**src/rtl/fetch_unit.sv**
```systemverilog
// Instruction fetch stage: single-outstanding memory requests, a one-entry skid buffer for
// responses arriving under a decode stall, and redirect handling that drains in-flight requests.
module fetch_unit (
  input  logic        clk,
  input  logic        rst,
  input  logic        StallD,
  input  logic        FlushD,
  input  logic        PCSrcE,
  input  logic [31:0] PCTargetE,
  output logic        imem_req,
  output logic [31:0] imem_addr,
  input  logic        imem_valid,
  input  logic [31:0] imem_rdata,
  output logic [31:0] InstrD,
  output logic [31:0] PCD,
  output logic [31:0] PCPlus4D,
  output logic        ValidD
);

  localparam logic [1:0] IDLE = 2'd0;
  localparam logic [1:0] REQ  = 2'd1;
  localparam logic [1:0] FULL = 2'd2;
  localparam logic [1:0] DROP = 2'd3;
  localparam logic [31:0] NOP = 32'h0000_0013;

  logic [1:0]  stateReg, stateNext;
  logic [31:0] fetchPcReg, fetchPcNext;
  logic [31:0] pendPcReg, pendPcNext;
  logic [31:0] bufInstrReg, bufInstrNext;
  logic [31:0] bufPcReg, bufPcNext;
  logic        loadD;
  logic [31:0] loadInstr, loadPc;
  logic [31:0] targetAligned;

  assign targetAligned = {PCTargetE[31:2], 2'b00};
  assign imem_req      = (stateReg == REQ) || (stateReg == DROP);
  assign imem_addr     = fetchPcReg;

  always_comb begin
    stateNext    = stateReg;
    fetchPcNext  = fetchPcReg;
    pendPcNext   = pendPcReg;
    bufInstrNext = bufInstrReg;
    bufPcNext    = bufPcReg;
    loadD        = 1'b0;
    loadInstr    = imem_rdata;
    loadPc       = fetchPcReg;
    case (stateReg)
      IDLE: begin
        stateNext = REQ;
        if (PCSrcE) fetchPcNext = targetAligned;
      end
      REQ: begin
        if (PCSrcE) begin
          // A redirect with no response yet must wait out the pending request in DROP.
          if (imem_valid) begin
            fetchPcNext = targetAligned;
          end else begin
            pendPcNext = targetAligned;
            stateNext  = DROP;
          end
        end else if (imem_valid) begin
          fetchPcNext = fetchPcReg + 32'd4;
          if (StallD) begin
            bufInstrNext = imem_rdata;
            bufPcNext    = fetchPcReg;
            stateNext    = FULL;
          end else begin
            loadD = 1'b1;
          end
        end
      end
      FULL: begin
        if (PCSrcE) begin
          fetchPcNext = targetAligned;
          stateNext   = REQ;
        end else if (!StallD) begin
          loadD     = 1'b1;
          loadInstr = bufInstrReg;
          loadPc    = bufPcReg;
          stateNext = REQ;
        end
      end
      DROP: begin
        // The newest redirect wins, even when it coincides with the stale response.
        if (imem_valid) begin
          fetchPcNext = PCSrcE ? targetAligned : pendPcReg;
          stateNext   = REQ;
        end else if (PCSrcE) begin
          pendPcNext = targetAligned;
        end
      end
      default: stateNext = IDLE;
    endcase
  end

  always_ff @(posedge clk) begin
    if (!rst) begin
      stateReg    <= IDLE;
      fetchPcReg  <= 32'd0;
      pendPcReg   <= 32'd0;
      bufInstrReg <= 32'd0;
      bufPcReg    <= 32'd0;
    end else begin
      stateReg    <= stateNext;
      fetchPcReg  <= fetchPcNext;
      pendPcReg   <= pendPcNext;
      bufInstrReg <= bufInstrNext;
      bufPcReg    <= bufPcNext;
    end
  end

  // When decode advances without a new instruction it receives a bubble, so nothing repeats.
  always_ff @(posedge clk) begin
    if (!rst || FlushD) begin
      InstrD   <= NOP;
      PCD      <= 32'd0;
      PCPlus4D <= 32'd0;
      ValidD   <= 1'b0;
    end else if (!StallD) begin
      if (loadD) begin
        InstrD   <= loadInstr;
        PCD      <= loadPc;
        PCPlus4D <= loadPc + 32'd4;
        ValidD   <= 1'b1;
      end else begin
        InstrD   <= NOP;
        PCD      <= 32'd0;
        PCPlus4D <= 32'd0;
        ValidD   <= 1'b0;
      end
    end
  end

endmodule

```
**config.mk**
```make
export PLATFORM = sky130hd
export DESIGN_NAME = fetch_unit
export DESIGN_NICKNAME = d
export VERILOG_FILES = /design/src/rtl/fetch_unit.sv
export SDC_FILE = /design/constraint.sdc
export NUM_CORES = 1
export LEC_CHECK = 0
export CORE_MARGIN = 4
export CORE_UTILIZATION = 46
export CTS_CLUSTER_DIAMETER = 60
export CTS_CLUSTER_SIZE = 20
export DETAILED_ROUTE_END_ITERATION = 10
export HOLD_SLACK_MARGIN = 0.06
export PLACE_DENSITY = 0.84
export SYNTH_ARGS = -nofsm -noshare
export SYNTH_HDL_FRONTEND = slang
export SYNTH_SLANG_ARGS = --single-unit
```
**constraint.sdc**
```tcl
create_clock -name clk -period 4.2 [get_ports clk]
set_input_delay 0.84 -clock clk [delete_from_list [all_inputs] [get_ports clk]]
set_output_delay 0.84 -clock clk [all_outputs]
set_load 0.03 [all_outputs]
```
==> flow_summary.ini <==
[outcome]
outcome = finished clean

[sta]
holdWs_ns = 0.453
maxSlewViolCount = 0
setup_viol = 0
fmax_mhz = 279
finalHoldViolCount = 0
fin_setup_tns_ns = 0
fin_ws_ns = 0.614
min_period_ns = 3.59
rsz0062_at_grt = false
clock-skew-final_ns = 0.0346
tightest_slew_ns = 0.949
max-slew-margin-rel_pct = 36.7
fin_crit_sh_pct = 85.4

[clocking]
tritoncts = yes
cts_buffers = 19
clk_pin_slew_ns = 0.07
hold_buffers = 0
h-tree-depth = 1
clk_latency_ns = 0.51
cts_setup_buffers = 0
cts_sinks = 225
cts-root-buf = clkbuf_16
clockBufferDepth = 3
cts_resized = 0

[power_and_ir_drop]
power.switching_mw = 1.69
cellLeakagePower_nw = 4.54
p_per_area_mw_per_mm2 = 388
ir_drop_v = 0.000254
power_frac_seq_pct = 45.0
p_clk_share_pct = 34.0
internal-power_mw = 3.57
p_total_mw = 5.26
p_comb_share_pct = 21.0
swShare_pct = 32.1

[worst_setup_path]
max_stage_delay_ns = 0.69
cp_top_family = buffers and inverters
worst_ep_arrival_time_ns = 2.75
required_ns = 3.36
crit_path_end_kind = primary output
path_max_fanout = 19
cp_slowest_cell = ha_1
start_kind = register
critPathBufInv = 2
path_cells = ha_1, nor2_1, inv_1, clkdlybuf4s50_1
path_class = register to primary output

[detailed_routing]
final_antenna_net_count = 0
wl_met3_um = 3330
detail_route.wirelength.met1_um = 14200
dr.max_layer_used = met4
first_pass_iters = 7
wl_um = 33500
drtIter0Drc = 1157
drc = 0
vias_per_cell = 5.73
routed-wl-met2_um = 14900
num_vias = 10900
wl_per_cell_um = 17.6

[global_routing]
grt_max_degree = 68
grt_pass1_vias = 10200
antenna_found_initial = 2
gr-usage-all-layers_pct = 24.6
gr-total-overflow = 0
grt_pass1_wl_um = 53800

[final_layout]
area_growth_pct = 25.8
fin_cells = 1907
fill_cells = 2004
final_common_cell = nand2_1
fin_area_mm2 = 0.0136
final_core_util_pct = 59.4
final_cell_mix = nand2_1 (375), dfxtp_1 (225), clkdlybuf4s50_1 (194)
nets = 1656
layout-drive-gt1-share_pct = 6.16

[worst_hold_path]
hp-class = register to register

[place]
dp_slack_ns = 0.775
dp_cells = 1872
routabilityCongestion = 0.942
dp_hpwl_um = 23600
io_buffer_count = 197
post_dp_cell_area_mm2 = 0.0129

[synth]
netlist_area_mm2 = 0.0108
synth_edf_count = 0
synthCells = 1448
synth_fp_nets = 1524
ys_warn_count = 0
ys_ff_latch = 225
async_flop_share_pct = 0
ys_seq_area_share_pct = 41.8
synth_area_per_cell_um2 = 7.44
synth_flop_cell = dfxtp_1
synth_cell_type_count = 65

[floorplan]
core_area_mm2 = 0.0228
start_util_pct = 47.2
io_pins = 200
fp.dieArea_mm2 = 0.0259
rows = 55
die_h_um = 161
die_w_um = 161

[job]
cap_violations = 0
-- synth_stat cells (7+ instances only) --
library cell  instances  share of area, %
xor2_1               22               1.8
o21ai_1              12              0.56
clkbuf_1             92               3.2
a22oi_1              31               2.2
mux2_2               11               1.1
o21ai_0              68               3.2
buf_1                12              0.42
dfxtp_1             225                42
a21boi_0             45               3.1
and3_1               10              0.58
a2bb2oi_1            11              0.89
inv_1                18              0.63
xnor2_1              15               1.2
nor3_1               15              0.70
a211oi_1              7              0.49
nor2_1              120               4.2
buf_2                 9              0.42
nand2_1             375                13
nand3_1              43               2.0
a21oi_1             171               7.9
nand4_1              15              0.87
mux2i_1              22               2.0
-- area by class of cell --
class	instances	area, µm²	share of cell area, %
clock inverter	12	123	0.904
tap	313	392	2.89
clock buffer	21	493	3.64
antenna	2	5.00	0.0369
timing repair buffer	226	2190	16.1
inverter	19	71.3	0.526
multi-input combinational	1089	5790	42.7
sequential	225	4500	33.2
-- flip-flops by register name (all words and copies together), names as in the netlist --
signal / cells
InstrD: 32
PCD: 32
bufInstrReg: 32
bufPcReg: 32
imem_addr: 32
pendPcReg: 32
PCPlus4D: 30
stateReg: 2
ValidD: 1
-- power groups by stage --
stage / registers, mW / clock network, mW / logic (mW)
floorplan: 2.44 / 0 / 0.600
detailed placement: 2.41 / 0 / 1.08
CTS: 2.36 / 1.82 / 1.09
global route: 2.37 / 1.91 / 1.19
finish: 2.36 / 1.79 / 1.11
global placement: 2.40 / 0 / 1.07
-- cells by family after synthesis --
family	share of synthesized area [%]
simple gates	24.6
compound gates	21.9
flops	41.8
buf+inv	4.84
xor+xnor	3.01
mux	3.19
fa+ha+maj	0.697
-- layer usage --
metal / GRT usage, % / up-vias
met4: 8.53 / 0
li1: - / 5216
met2: 38.7 / 541
met1: 34.2 / 5085
met3: 4.52 / 82
met5: 0 / -
-- path summary, 6_finish.rpt --
check	from	to	slack, ns	cells past startpoint
max	stateReg[1]	imem_req	0.61	4
min	pendPcReg[15]	pendPcReg[15]	0.45	2
max reg2reg	stateReg[0]	PCPlus4D[16]	0.98	12
min reg2reg	pendPcReg[15]	pendPcReg[15]	0.45	2
-- worst register-to-register path, delay by kind of cell (launching register included) --
kind	cells	cell delay, ns
AOI/OAI and AO/OA	2	0.54
xor gates and xnor gates	1	0.16
adders and majority gates	2	0.46
buffers and inverters	3	0.36
DFF	1	0.33
muxes	1	0.22
and+or+nand+nor	3	1.05
No activity file was read; power rests on OpenSTA's default activity.
